## config.mk

```make
export PLATFORM = sky130hd
export DESIGN_NAME = seq_divider_flat
export DESIGN_NICKNAME = d
export VERILOG_FILES = /design/src/rtl/seq_divider_pkg.sv /design/src/rtl/seq_divider_if.sv /design/src/rtl/seq_divider_twos_negate.sv /design/src/rtl/seq_divider.sv /design/src/flat_wrapper.sv
export SDC_FILE = /design/constraint.sdc
export NUM_CORES = 1
export LEC_CHECK = 0
export CORE_MARGIN = 2
export CORE_UTILIZATION = 60
export CTS_BUF_LIST = sky130_fd_sc_hd__clkbuf_8
export CTS_CLUSTER_DIAMETER = 60
export DETAILED_ROUTE_END_ITERATION = 16
export PLACE_DENSITY = 0.83
export SYNTH_ARGS = -nofsm -noshare
export SYNTH_HDL_FRONTEND = slang
export SYNTH_SLANG_ARGS = --single-unit
```

## constraint.sdc

```tcl
create_clock -name clk -period 5.1 [get_ports clk]
set_clock_uncertainty 0.15 [all_clocks]
set_input_delay 0.51 -clock clk [delete_from_list [all_inputs] [get_ports clk]]
set_output_delay 0.51 -clock clk [all_outputs]
set_load 0.005 [all_outputs]
```

## src/rtl/seq_divider_pkg.sv

```systemverilog
// Shared definitions for the sequential signed divider: FSM state encodings
// and default datapath sizing.
package seq_divider_pkg;

  localparam int DIV_WIDTH = 32;
  localparam int DIV_CNT_W = 6;

  typedef enum logic [2:0] {
    DIV_IDLE = 3'd0,
    DIV_ITER = 3'd1,
    DIV_FIX  = 3'd2,
    DIV_DONE = 3'd3,
    DIV_ZERO = 3'd4
  } div_state_e;

endpackage

```

## src/rtl/seq_divider_if.sv

```systemverilog
// Start/operand/result bundle between the control unit (master) and the
// divider (slave).
interface seq_divider_if #(
  parameter int WIDTH = 32
);
  logic             div_start;
  logic [WIDTH-1:0] dividend;
  logic [WIDTH-1:0] divisor;
  logic             div_busy;
  logic             div_done;
  logic             div_by_zero;
  logic [WIDTH-1:0] quotient;
  logic [WIDTH-1:0] remainder;

  modport master (
    output div_start, dividend, divisor,
    input  div_busy, div_done, div_by_zero, quotient, remainder
  );

  modport slave (
    input  div_start, dividend, divisor,
    output div_busy, div_done, div_by_zero, quotient, remainder
  );
endinterface

```

## src/rtl/seq_divider_twos_negate.sv

```systemverilog
// Conditional two's-complement negation, used both for operand magnitudes
// and for restoring the signs of the results.
module twos_negate #(
  parameter int WIDTH = 32
) (
  input  logic [WIDTH-1:0] in_val,
  input  logic             cond,
  output logic [WIDTH-1:0] out_val
);

  assign out_val = cond ? (~in_val + WIDTH'(1)) : in_val;

endmodule

```

## src/rtl/seq_divider.sv

```systemverilog
// Multi-cycle signed restoring divider: quotient truncates toward zero,
// remainder takes the sign of the dividend. One quotient bit per clock.
module seq_divider
  import seq_divider_pkg::*;
#(
  parameter int WIDTH = DIV_WIDTH,
  parameter int CNT_W = DIV_CNT_W
) (
  input logic           clk,
  input logic           reset,
  seq_divider_if.slave  bus
);

  div_state_e       state_r, state_s;
  logic [WIDTH-1:0] r_r, q_r, b_r, quot_r, rem_r;
  logic [CNT_W-1:0] cnt_r;
  logic             sign_q_r, sign_r_r, dbz_r, busy_r, done_r;
  logic [WIDTH-1:0] a_abs_s, b_abs_s, quot_fix_s, rem_fix_s, diff_s;
  logic [WIDTH:0]   shift_s;
  logic             ge_s, last_s, div_zero_s;

  twos_negate #(.WIDTH(WIDTH)) u_abs_a (.in_val(bus.dividend), .cond(bus.dividend[WIDTH-1]), .out_val(a_abs_s));
  twos_negate #(.WIDTH(WIDTH)) u_abs_b (.in_val(bus.divisor),  .cond(bus.divisor[WIDTH-1]),  .out_val(b_abs_s));
  twos_negate #(.WIDTH(WIDTH)) u_fix_q (.in_val(q_r), .cond(sign_q_r), .out_val(quot_fix_s));
  twos_negate #(.WIDTH(WIDTH)) u_fix_r (.in_val(r_r), .cond(sign_r_r), .out_val(rem_fix_s));

  // The shifted partial remainder needs one extra bit; after a successful
  // subtract it always fits back into WIDTH bits.
  always_comb begin
    shift_s    = {r_r, q_r[WIDTH-1]};
    ge_s       = (shift_s >= {1'b0, b_r});
    diff_s     = shift_s[WIDTH-1:0] - b_r;
    last_s     = (cnt_r == CNT_W'(WIDTH - 1));
    div_zero_s = (bus.divisor == {WIDTH{1'b0}});
  end

  // Next-state logic
  always_comb begin
    state_s = state_r;
    case (state_r)
      DIV_IDLE: begin
        if (bus.div_start) begin
          state_s = div_zero_s ? DIV_ZERO : DIV_ITER;
        end else begin
          state_s = DIV_IDLE;
        end
      end
      DIV_ITER: begin
        if (last_s) begin
          state_s = DIV_FIX;
        end else begin
          state_s = DIV_ITER;
        end
      end
      DIV_FIX:  state_s = DIV_DONE;
      DIV_DONE: state_s = DIV_IDLE;
      DIV_ZERO: state_s = DIV_IDLE;
      default:  state_s = DIV_IDLE;
    endcase
  end

  // State register with registered busy/done decoded from the next state
  always_ff @(posedge clk or negedge reset) begin
    if (!reset) begin
      state_r <= DIV_IDLE;
      busy_r  <= 1'b0;
      done_r  <= 1'b0;
    end else begin
      state_r <= state_s;
      busy_r  <= (state_s == DIV_ITER) || (state_s == DIV_FIX) || (state_s == DIV_DONE);
      done_r  <= (state_s == DIV_DONE) || (state_s == DIV_ZERO);
    end
  end

  // Datapath: operand capture, restoring iterations, sign fix-up of results
  always_ff @(posedge clk or negedge reset) begin
    if (!reset) begin
      r_r      <= {WIDTH{1'b0}};
      q_r      <= {WIDTH{1'b0}};
      b_r      <= {WIDTH{1'b0}};
      quot_r   <= {WIDTH{1'b0}};
      rem_r    <= {WIDTH{1'b0}};
      cnt_r    <= {CNT_W{1'b0}};
      sign_q_r <= 1'b0;
      sign_r_r <= 1'b0;
      dbz_r    <= 1'b0;
    end else begin
      case (state_r)
        DIV_IDLE: begin
          if (bus.div_start && !div_zero_s) begin
            r_r      <= {WIDTH{1'b0}};
            q_r      <= a_abs_s;
            b_r      <= b_abs_s;
            cnt_r    <= {CNT_W{1'b0}};
            sign_q_r <= bus.dividend[WIDTH-1] ^ bus.divisor[WIDTH-1];
            sign_r_r <= bus.dividend[WIDTH-1];
            dbz_r    <= 1'b0;
          end else if (bus.div_start) begin
            dbz_r <= 1'b1;
          end else begin
            dbz_r <= dbz_r;
          end
        end
        DIV_ITER: begin
          r_r   <= ge_s ? diff_s : shift_s[WIDTH-1:0];
          q_r   <= {q_r[WIDTH-2:0], ge_s};
          cnt_r <= cnt_r + CNT_W'(1);
        end
        DIV_FIX: begin
          quot_r <= quot_fix_s;
          rem_r  <= rem_fix_s;
        end
        default: begin
          quot_r <= quot_r;
          rem_r  <= rem_r;
        end
      endcase
    end
  end

  assign bus.div_busy    = busy_r;
  assign bus.div_done    = done_r;
  assign bus.div_by_zero = dbz_r;
  assign bus.quotient    = quot_r;
  assign bus.remainder   = rem_r;

endmodule

```

## src/flat_wrapper.sv

```systemverilog
// flat-port wrapper written by rule: the top's interface ports become plain ports
module seq_divider_flat import seq_divider_pkg::*;
#(
  parameter int WIDTH = DIV_WIDTH,
  parameter int CNT_W = DIV_CNT_W
)
  (clk, reset, bus_div_start, bus_dividend, bus_divisor, bus_div_busy, bus_div_done, bus_div_by_zero, bus_quotient, bus_remainder);
  seq_divider_if #(.WIDTH(WIDTH)) bus_i ();
  input logic clk;
  input logic reset;
  input wire logic [$bits(bus_i.div_start)-1:0] bus_div_start;
  input wire logic [$bits(bus_i.dividend)-1:0] bus_dividend;
  input wire logic [$bits(bus_i.divisor)-1:0] bus_divisor;
  output wire logic [$bits(bus_i.div_busy)-1:0] bus_div_busy;
  output wire logic [$bits(bus_i.div_done)-1:0] bus_div_done;
  output wire logic [$bits(bus_i.div_by_zero)-1:0] bus_div_by_zero;
  output wire logic [$bits(bus_i.quotient)-1:0] bus_quotient;
  output wire logic [$bits(bus_i.remainder)-1:0] bus_remainder;
  assign bus_i.div_start = bus_div_start;
  assign bus_i.dividend = bus_dividend;
  assign bus_i.divisor = bus_divisor;
  assign bus_div_busy = bus_i.div_busy;
  assign bus_div_done = bus_i.div_done;
  assign bus_div_by_zero = bus_i.div_by_zero;
  assign bus_quotient = bus_i.quotient;
  assign bus_remainder = bus_i.remainder;
  seq_divider #(.WIDTH(WIDTH), .CNT_W(CNT_W)) u_core (.clk(clk), .reset(reset), .bus(bus_i));
endmodule
```

[Word-level counts from Yosys, hierarchy flattened]
Cells that the tools add are included.
W data, S select, Z words.
Operators by class
  reduce and logical (&&, ||, !) cells: 12
  add/subtract/negate cells: 6
  multipliers: 0
  mux-type cells: 17
  bitwise operators: 5
  $lt $le $gt $ge: 1
  shifts and indexed selects: 0
  equal/unequal tests: 8
  divide/modulo/power cells: 0
Operator list (number)
  $mux W32: 7
  $add A32 B1 Y32 const B: 4
  $not A32 Y32: 4
  $pmux W32 S2: 2
  $ge A33 B32 Y1: 1
  $logic_not A32 Y1: 1
  $sub A32 B32 Y32: 1
  $pmux W6 S2: 1
  $eq A3 B2 Y1 const B: 3
  $pmux W3 S3: 1
  $add A6 B1 Y6 const B: 1
  $eq A3 B1 Y1 const B: 2
  $eq A6 B5 Y1 const B: 1
  $mux W3: 2
  $mux W6: 1
  $reduce_and A2 Y1: 3
  $reduce_bool A2 Y1: 2
  $eq A3 B3 Y1 const B: 1
  $logic_not A3 Y1: 1
  $logic_or A1 B1 Y1: 3
  $mux W1: 2
  $mux W2: 1
  $ne A2 B1 Y1 const B: 1
  $logic_and A1 B1 Y1: 1
  2 further kinds: 2
Word-level totals
  input bits: 67
  register bits after elaboration: 174
  memory bits (writable): 0
  bits in latches: 0
  memories: 0
  bits in read-only memories: 0
  output and inout bits: 67

[Longest topological paths before layout]
Gate-level depths: netlist of run 1.
  depth in word-level cells: 7
  gate-level depth with buffers: 14
  gate-level depth less buffers: 13

[Cells and area by module]
Synthesis of run 1 repeated with hierarchy kept, for this count alone.
Unflattened totals
  cells, all modules: 1412
  area total of the unflattened synthesis: 12010.3 um2
By module, submodules not included
  seq_divider: seq. area each 4354.2 um2, cells an instance 1016, times used 1, area an instance 8902.3 um2
  twos_negate: seq. area each 0.0 um2, cells an instance 99, times used 4, area an instance 777.0 um2

[Least setup slack after synthesis of run 1]
Ideal clock, no wire load.
  path kind: register to register
  start point: register u_core.q_r[31]
  end point: register u_core.r_r[20]
  arrival time: 2874 ps
  path slack: 1994 ps
  cell stages (with the launch flop): 14
  library setup time: 83 ps
  path buffers: 0
  cell sequence: dfrtp_1 inv_1 ha_1 inv_1 fa_1 a21o_1 a221oi_1 o21ai_0 a221oi_1 o31ai_1 a21boi_0 xnor2_1 mux2i_1 o21ai_0
On the way
  cells in the longest elaborated chain, start to end: 3
  elaborated cells between the ends (all ways): 4
  those cells by class: add/sub: 1; order compare: 1; mux: 2
RTL lines
  start, declared: line seq_divider.sv:15  | logic [WIDTH-1:0] r_r, q_r, b_r, quot_r, rem_r;
  start signal, assigned: line seq_divider.sv:79  | q_r <= {WIDTH{1'b0}};
  start signal, assigned: line seq_divider.sv:92  | q_r <= a_abs_s;
  start signal, assigned: line seq_divider.sv:106  | q_r <= {q_r[WIDTH-2:0], ge_s};
  $sub A32 B32 Y32 or $ge A33 B32 Y1 (tied branches): line seq_divider.sv:32, seq_divider.sv:31
  $mux W32 (*): line seq_divider.sv:105  | r_r <= ge_s ? diff_s : shift_s[WIDTH-1:0];
  $pmux W32 S2 (*): line seq_divider.sv:88  | case (state_r)
  end signal, assigned: line seq_divider.sv:78  | r_r <= {WIDTH{1'b0}};
  end signal, assigned: line seq_divider.sv:91  | r_r <= {WIDTH{1'b0}};
  end signal, assigned: line seq_divider.sv:105
  end, declared: line seq_divider.sv:15
Every way passes the cells marked *; elsewhere a longest branch is shown, timed or not.
A chain may end at the register's enable or synchronous reset.

[Worst setup path after layout of run 1]
  start point: register u_core.q_r[31]
  end point: register u_core.r_r[30]
Same word-level chain as after synthesis.

==> results of run 1 <==
## final timing paths
path,slack [ns],end,start,depth (start not counted)
max in group asynchronous,3.16,u_core.bus.remainder[23],reset,3
worst max register to register,1.28,u_core.r_r[30],u_core.q_r[31],13
min in group asynchronous,0.55,u_core.q_r[28],reset,2
worst min-delay path,0.33,u_core.bus.remainder[20],u_core.bus.remainder[20],2
worst max-delay path,1.28,u_core.r_r[30],u_core.q_r[31],13
worst min register to register,0.33,u_core.bus.remainder[20],u_core.bus.remainder[20],2
## power breakdown
part	switching [mW]	internal, mW
combinational	2.46	2.22
clock	0.523	0.363
sequential	0.740	2.04
total	3.72	4.63
## worst max-delay path, cell delays in order (launching register included)
cell and delay (ns):
dfrtp_1 0.42, inv_1 0.17, ha_1 0.20, inv_1 0.06, fa_1 0.40, a21o_1 0.19
a221oi_1 0.59, o21ba_2 0.23, o21ai_0 0.18, a41oi_1 0.40, o21ai_0 0.20, a21o_1 0.22
xnor2_1 0.12, o31ai_1 0.19
## logic make-up (layout without fill, tap and decap cells)
group / Yosys count / count (layout) / share of synthesized area (%)
AO/OA/AOI/OAI: 390 / 390 / 21.6
XOR/XNOR: 144 / 144 / 11.4
adder cells (fa/ha/maj): 38 / 38 / 4.38
buffers and inverters: 117 / 224 / 4.25
flip-flops: 174 / 174 / 39.5
multiplexers: 27 / 27 / 2.47
AND/OR/NAND/NOR: 378 / 378 / 16.4
## repair_timing
item                                    in CTS  in global routing
hold buffers                                 1                  0
setup buffers                                0                  0
hold endpoints to repair                    76                  0
endpoints found under the setup margin       0                  0
## per-stage QoR
| stage | hold WS, ns | power [mW] | worst slack [ns] | util, % | instance area (µm²) |
|---|---|---|---|---|---|
| 6_report | 0.332 | 8.35 | 1.28 | 71.2 | 12800 |
| 5_1_grt | 0.366 | 9.05 | 1.05 | 71.2 | 12800 |
| 4_1_cts | 0.339 | 8.31 | 1.35 | 71.2 | 12800 |
| 3_5_place_dp | 0.319 | 7.41 | 1.14 | 69.2 | 12500 |
| 3_3_place_gp | 0.310 | 7.26 | 1.27 | 69.2 | 12500 |
| 2_1_floorplan | 0.0644 | 5.86 | 1.99 | - | 11000 |
## per-layer routing
layer  up-vias  GRT usage [%]
met4         0           8.95
met2       343           42.5
met5         -              0
met1      4555           41.7
li1       4722              -
met3        33           4.30
## final cells by class
type | instances | share of cell area (%)
multi-input cells | 977 | 48.5
clock buffers | 19 | 2.04
inverters | 47 | 1.38
well taps | 229 | 2.23
flip-flops and latches | 174 | 33.9
repair buffers | 145 | 11.2
clock inverters | 13 | 0.702
## cells in the final DEF, fill, tap and decap left out, types with 4 or more instances in the layout
cell	count
nand3_1	40
o211ai_1	5
nand2_1	181
mux2i_1	25
inv_1	49
nor2b_1	9
o31ai_1	40
a21o_1	15
o21bai_1	4
nor3_1	17
a31oi_1	4
a22oi_1	17
a21oi_1	39
o41ai_1	15
nor2_1	40
nor4_1	5
clkbuf_8	19
ha_1	37
xnor2_1	42
nand4_1	14
dfrtp_1	174
a221o_1	14
and3_1	6
xor2_1	102
o21ai_0	207
nand2b_1	8
or4_1	10
or3_1	21
buf_4	10
clkdlybuf4s50_1	132
## state kept, by name (all words and copies together) (netlist names)
signal and cells:
u_core.state_r 3, u_core.b_r 32, u_core.bus.div_by_zero 1, u_core.bus.remainder 32, u_core.cnt_r 6, u_core.bus.div_busy 1
u_core.sign_r_r 1, u_core.r_r 32, u_core.sign_q_r 1, u_core.bus.div_done 1, u_core.bus.quotient 32, u_core.q_r 32
==> run_results.csv, run 1 <==
group,metric,value,unit
pwr,vdd_drop_max,358,µV
layout,fin_cells,1604,
pwr,leakagePower,5.51,nW
layout,multiInputGateArea,6220,µm²
clocking,htreeDepth,4,
timing,maxSlewViolCount,0,
logic_synthesis,syn-num-nets,1373,
layout,area_growth_syn_to_layout,16.3,%
critical_path,required,5.31,ns
timing,period_needed,3.82,ns
timing,min_period_over_period,75.0,%
floorplan,start_util,61.2,%
route,drtIter0Drc,780,
clocking,ctsLongestPathBuffers,2,
grt,gr-usage-all-layers,28.1,%
grt,grt_pass1_vias,9150,
route,drt_pass1_iterations,5,
place,place_hpwl,19600,µm
logic_synthesis,ys_seq_elements,174,
route,dr_wl_met2,12000,µm
clocking,cts_resized,0,
route,antenna_left,0,
timing,maxSlewHeadroom,22.8,%
logic_synthesis,yosysTopAreaCellShare,39.5,%
route,wl_met1,12400,µm
route,routed.top_layer,"met4",
floorplan,die-area,19500,µm²
logic_synthesis,synthArstFlopShare,100,%
hold_path,hold_path_class,"reg -> reg",
route,via_count,9653,
critical_path,arrival,4.03,ns
timing,final_hold_viol_count,0,
logic_synthesis,postSynthCellCount,1268,
timing,rsz0062_at_grt,"no",
floorplan,core,18000,µm²
route,via_per_inst,6.02,
grt,gr-total-overflow,0,
clocking,insertion_delay,0.47,ns
critical_path,end_kind,"flip-flop",
place,post-place-cells,1571,
logic_synthesis,seq_area_frac_synth,39.5,%
place,gp_congestion,0.947,
layout,regArea,4350,µm²
layout,antennaDiodeCount,0,
layout,finish.net_count,1467,
route,dr_wl_met3,1800,µm
layout,nFillCells,1476,
timing,tns,0,ns
grt,antenna_found_initial,0,
clocking,clkTransAtPathRegs,0.08,ns
pwr,powerDensity,651,nW/µm²
grt,grt_pass1_wl,44800,µm
critical_path,crit_fanout,4,
logic_synthesis,syn_area,11000,µm²
logic_synthesis,syn_area_per_cell,8.70,µm²
logic_synthesis,synth_area_leader_cell,"dfrtp_1",
place,port_buffers,133,
floorplan,die_x,140,µm
logic_synthesis,yosys.cell_count.top_type,"o21ai_0",
floorplan,io_pins,134,
route,routedWlPerCell,16.6,µm
logic_synthesis,synth_edf_count,0,
clocking,cts.sinks,174,
clocking,cts_buffers,17,
timing,tightest_slew,1.15,ns
logic_synthesis,yosys-top-cells-area,"dfrtp_1 (39%), o21ai_0 (9.4%), xor2_1 (8.1%)",
flow_run,cap_viol_max_count,0,
logic_synthesis,synthDistinctLibCells,65,
status,status,"finished, final reports clean",
critical_path,crit_type,"reg -> reg",
floorplan,fp.dieH,140,µm
layout,drive_above_1_share,4.51,%
route,drc,0,
timing,fmax,262,MHz
logic_synthesis,synth_ff_type,"dfrtp_1",
route,drt_wl_total,26600,µm
timing,setup_viol,0,
logic_synthesis,synth_commonest_cells,"o21ai_0 (207), nand2_1 (182), dfrtp_1 (174)",
clocking,cts-root-buf,"clkbuf_8",
critical_path,worstSetupStartpointType,"flip-flop",
floorplan,rows,49,
logic_synthesis,yosysWarnings,0,
clocking,cts_tree,"built",
grt,grt_max_degree,132,
(Power assumes the default switching activity.)
==> run 2, diff against run 1 <==
--- a/config.mk
+++ b/config.mk
@@ -6,11 +6,11 @@
 export NUM_CORES = 1
 export LEC_CHECK = 0
 export CORE_MARGIN = 2
-export CORE_UTILIZATION = 60
+export CORE_UTILIZATION = 58
 export CTS_BUF_LIST = sky130_fd_sc_hd__clkbuf_8
 export CTS_CLUSTER_DIAMETER = 60
 export DETAILED_ROUTE_END_ITERATION = 16
-export PLACE_DENSITY = 0.83
+export PLACE_DENSITY = 0.81
 export SYNTH_ARGS = -nofsm -noshare
 export SYNTH_HDL_FRONTEND = slang
 export SYNTH_SLANG_ARGS = --single-unit
==> constraint.sdc (replaced) <==
create_clock -name clk -period 3.53 [get_ports clk]
set_clock_uncertainty 0.15 [all_clocks]
set_input_delay 0.353 -clock clk [delete_from_list [all_inputs] [get_ports clk]]
set_output_delay 0.353 -clock clk [all_outputs]
set_load 0.005 [all_outputs]
==> run 2 against run 1 <==
  * Die area up 3.4%
  * Register-to-register slack lost 1.1 ns
  * Core utilization shrank 0.53 points
  * Fmax increased by 14%
  * Worst setup slack got worse by 1.1 ns
  * Total power increased by 50%
  * Via count is 1.9% higher
  * Cell area grew 3.0%
  * Largest cell class unchanged
  * Highest routed layer unchanged
==> run_results.csv, run 2 (synthesis results as in run 1) <==
group,metric,value,unit
pwr,powerDensity,951,nW/µm²
layout,antennaDiodeCount,0,
clocking,cts_buffers,17,
layout,multiInputGateArea,6230,µm²
route,drt_pass1_iterations,5,
clocking,htreeDepth,4,
floorplan,start_util,59.0,%
timing,fmax,297,MHz
critical_path,arrival,3.58,ns
critical_path,crit_type,"reg -> reg",
layout,regArea,4350,µm²
layout,drive_above_1_share,7.16,%
critical_path,reg2reg_from,"u_core.r_r[8]",
floorplan,io_pins,134,
layout,finish.net_count,1504,
grt,gr-total-overflow,0,
grt,antenna_found_initial,0,
place,port_buffers,133,
floorplan,fp.dieH,142,µm
critical_path,reg2reg_to,"u_core.r_r[27]",
route,via_count,9833,
clocking,post_cts_buffers,0,
clocking,cts_tree,"built",
critical_path,worstSetupStartpointType,"flip-flop",
grt,grt_pass1_wl,44700,µm
clocking,clkTransAtPathRegs,0.09,ns
route,drtIter0Drc,859,
layout,nFillCells,1498,
clocking,cts-root-buf,"clkbuf_8",
layout,final_common_cell,"o21ai_0",
status,status,"finished, final reports clean",
route,drc,0,
place,place_hpwl,20200,µm
floorplan,die_x,142,µm
clocking,insertion_delay,0.47,ns
critical_path,required,3.74,ns
layout,layout_common_cells,"o21ai_0 (207), nand2_1 (181), dfrtp_1 (174)",
floorplan,die-area,20100,µm²
timing,period_needed,3.37,ns
timing,final_hold_viol_count,0,
floorplan,core,18700,µm²
pwr,total_power,12.6,mW
route,routedWlPerCell,16.5,µm
timing,maxSlewViolCount,0,
pwr,leakagePower,5.74,nW
critical_path,startpoint,"u_core.r_r[8]",
critical_path,ff2ff_path_depth,10,
pwr,vdd_drop_max,403,µV
timing,tns,0,ns
clocking,ctsLongestPathBuffers,2,
timing,tightest_slew,1.15,ns
place,place_area,12800,µm²
timing,setup_viol,0,
timing,worst_slack,0.162,ns
grt,grt_pass1_vias,8958,
timing,min_period_over_period,95.4,%
grt,grt_max_degree,132,
route,antenna_left,0,
critical_path,end_kind,"flip-flop",
route,via_per_inst,5.98,
place,gp_congestion,0.962,
flow_run,cap_viol_max_count,0,
critical_path,rrSetupSlack,0.16,ns
place,pre_cts_slack,0.0868,ns
hold_path,hold_path_class,"in -> async",
clocking,cts.sinks,174,
timing,maxSlewHeadroom,23.5,%
route,drt_wl_total,27200,µm
layout,final_cell_area,13200,µm²
critical_path,crit_fanout,6,
floorplan,rows,50,
layout,area_growth_syn_to_layout,19.8,%
grt,gr-usage-all-layers,27.6,%
timing,rsz0062_at_grt,"no",
## run 2: timing repair
action,in CTS,in global routing
hold buffers,1,0
resized for setup,0,3
hold endpoints to repair,78,0
setup endpoints to repair,0,5
## run 2: where the power goes
part	internal (mW)	switching [mW]
sequential	2.95	0.928
combinational	3.49	3.80
clock	0.629	0.768
## run 2: area by class of cell
cell class / count / share of cell area [%]
multi-input combinational: 977 / 47.2
sequential: 174 / 32.9
clock inverter: 14 / 1.10
tap: 234 / 2.22
clock buffer: 17 / 1.77
inverter: 47 / 1.33
timing repair buffer: 182 / 13.5
## run 2: worst max path at each step
stage,endpoint,slack [ns]
2_1_floorplan,u_core.r_r[20],0.42
3_3_place_gp,u_core.r_r[0],0.11
3_5_place_dp,u_core.r_r[4],0.09
4_1_cts,u_core.r_r[0],0.09
5_1_grt,u_core.r_r[24],0.006
6_report,u_core.r_r[27],0.16
## run 2: critical path: stages, from the launching register on
cell	delay [ns]
dfrtp_1	0.42
ha_1	0.41
nand4_1	0.18
nor3_1	0.23
o21ai_0	0.18
a31o_2	0.29
a21o_1	0.21
a211oi_1	0.33
or2_1	0.23
mux2_2	0.35
a221o_1	0.28
## run 2: routing by layer
layer	part of all wire, %	GRT usage [%]	routed length (µm)
met2	43	40.6	11800
met3	6.7	3.91	1820
met1	48	42.0	13000
met5	0	0	0
met4	2.1	9.42	579
## run 2: through the flow
step,std cells,utilization [%],hold slack (ns)
global route,1645,70.6,0.354
floorplan,1268,-,-0.0926
CTS,1645,70.6,0.341
global placement,1613,68.5,0.290
finish,1645,70.6,0.318
detailed placement,1613,68.5,0.296
==> RTL change, RTL diff (flow settings as in run 2) <==
The package constant `DIV_WIDTH` goes from 32 to 16.
--- a/src/rtl/seq_divider_pkg.sv
+++ b/src/rtl/seq_divider_pkg.sv
@@ -2,7 +2,7 @@
 // and default datapath sizing.
 package seq_divider_pkg;
 
-  localparam int DIV_WIDTH = 32;
+  localparam int DIV_WIDTH = 16;
   localparam int DIV_CNT_W = 6;
 
   typedef enum logic [2:0] {
Ports: changed (resized bus_dividend, bus_divisor, bus_quotient and bus_remainder); port bits go from 134 to 70. The function was not compared with the original's and may differ.
==> RTL change against run 2 <==
Sequential share of layout area is 1.7 points higher; setup slack better by 0.39 ns; cell area is 49% lower; critical path depth is 1 higher; wire length is 53% lower; maximum frequency is 13% higher; synthesized area is 47% lower; total power is 47% lower; count of clock-buffer cells in the layout is 8 lower; sequential cell count is 80 lower; die area is 46% lower; utilization is 1.2 points lower; global-route usage is 3.4 points lower.
==> RTL change: results (changes against run 2) <==
- Status: finished, final reports clean
- Syn Area/Cell: 8.933 um2 (+2.7%)
- Routed length per instance: 15.22 um (-8.0%)
- Crit path DAT: 3.03 ns (-0.55 ns)
- Port-buffer cells: 69 (-48%)
- DR vias: 4953 (-50%)
- Fillers: 795 (-47%)
- Syn_nets: 708 (-48%)
- Static Leak: 0.002936 uW (-49%)
- Post-synth cell types: 57 (-12%)
- Worst min path class: reg -> reg
- Slew @ Worst Pin: 1.120 ns (-0.02733 ns)
- Complex-gate fraction of the synthesized area: 19.75% (-1.8 points)
- GRT Total Usage: 24.27% (-3.4 points)
- Top cells by area, synth: dfrtp_1 40%, o21ai_0 7.1%, nand2_1 6.1%
- Maximum vdd drop: 0.4325 mV (+7.4%)
- Sequential area share after synthesis: 40.45% (+0.97 points)
- Post-CTS repair timing setup buffer count: 0 (unchanged)
- Gpl congestion: 0.8613 (-11%)
- Largest net degree at the start of global routing: 67 (-49%)
- Commonest cells post-synth: 94 x dfrtp_1, 94 x nand2_1, 83 x o21ai_0, 35 x nor2_1, 33 x xor2_1
- Post-cts sizing count: 0 (unchanged)
- Depth of the CTS H-tree: 3 (-1)
- Pre-antenna DRT Iters: 5 (unchanged)
- Dpl hpwl: 9.725 mm (-52%)
- Total CTS buffers: 9 (-8)
- Later-pin clock latency in the skew report: 0.36 ns (-0.11 ns)
- Met1 usage: 33.89% (-8.1 points)
- Iteration-0 DRC Markers: 238 (-72%)
- GR Util met3: 3.195% (-0.72 points)
- Adder-Cell Fraction of Synth Area: 4.862% (+0.48 points)
- CP Max Fanout: 5 (-1)
- First-pass GRT wire length: 21.92 mm (-51%)
- Post-synthesis mux area share: 3.292% (+0.82 points)
- Placed cells: 827 (-49%)
- Met2 Track Usage GR: 39.99% (-0.63 points)
- Non-Filler Instances: 844 (-49%)
- Vias in the first global route: 4774 (-47%)
- Post-Synth XOR/XNOR Area: 9.918% (-1.5 points)
- NumNets Final: 763 (-49%)
- Layout cell share with drive strength beyond 1: 6.188% (-0.97 points)
==> RTL change: per-stage QoR <==
step,setup WS [ns],instance area (um2)
2_1_floorplan,1.075,5816
3_3_place_gp,0.5515,6579
3_5_place_dp,0.4251,6579
4_1_cts,0.5677,6784
5_1_grt,0.3798,6784
6_report,0.5517,6784
==> RTL change: area by class of cell <==
cell class                      count  share of cell area [%]
Clock buffer                        9                   1.826
Timing Repair Buffer               77                   11.07
Multi-Input combinational cell    495                   47.33
Inverter                           29                   1.605
Tap cell                          133                   2.453
Sequential cell                    94                   34.67
Clock inverter                      7                   1.051
==> RTL change: power by group <==
part           leakage, uW  internal [uW]  switching [uW]  total (uW)
registers          0.00115           1610             571        2180
logic              0.00168           1820            1950        3780
clock network     0.000102            281             422         704
total              0.00294           3710            2950        6660
==> RTL change: path summary, 6_finish.rpt <==
kind / startpoint / to / slack, ns / cells after the start
hold reg to reg: u_core.bus.remainder[6] / u_core.bus.remainder[6] / 0.33 / 2
max in group asynchronous: reset / u_core.r_r[3] / 2.00 / 3
setup reg to reg: u_core.q_r[15] / u_core.r_r[12] / 0.55 / 11
min in group asynchronous: reset / u_core.b_r[12] / 0.48 / 2
setup / recovery: u_core.q_r[15] / u_core.r_r[12] / 0.55 / 11
hold / removal: u_core.bus.remainder[6] / u_core.bus.remainder[6] / 0.33 / 2
==> RTL change: critical path, stage by stage (launching register included) <==
cell and delay, ns:
dfrtp_1 0.43, inv_1 0.10, ha_1 0.17, inv_1 0.06, fa_1 0.40, a21o_1 0.20, a221oi_2 0.49, o21ai_1 0.15
a21oi_1 0.27, a31oi_1 0.12, mux2i_1 0.19, o21ai_0 0.10
==> RTL change: routing by layer <==
layer	up-vias	wire, um
met3	14	521
li1	2424	-
met1	2397	6097
met5	-	0
met2	118	6102
met4	0	122
==> RTL change: kinds of logic after synthesis <==
family / count (synthesis)
fa+ha+maj: 22
xor+xnor: 65
simple gates: 211
mux: 19
compound gates: 178
buf+inv: 62
flops: 94
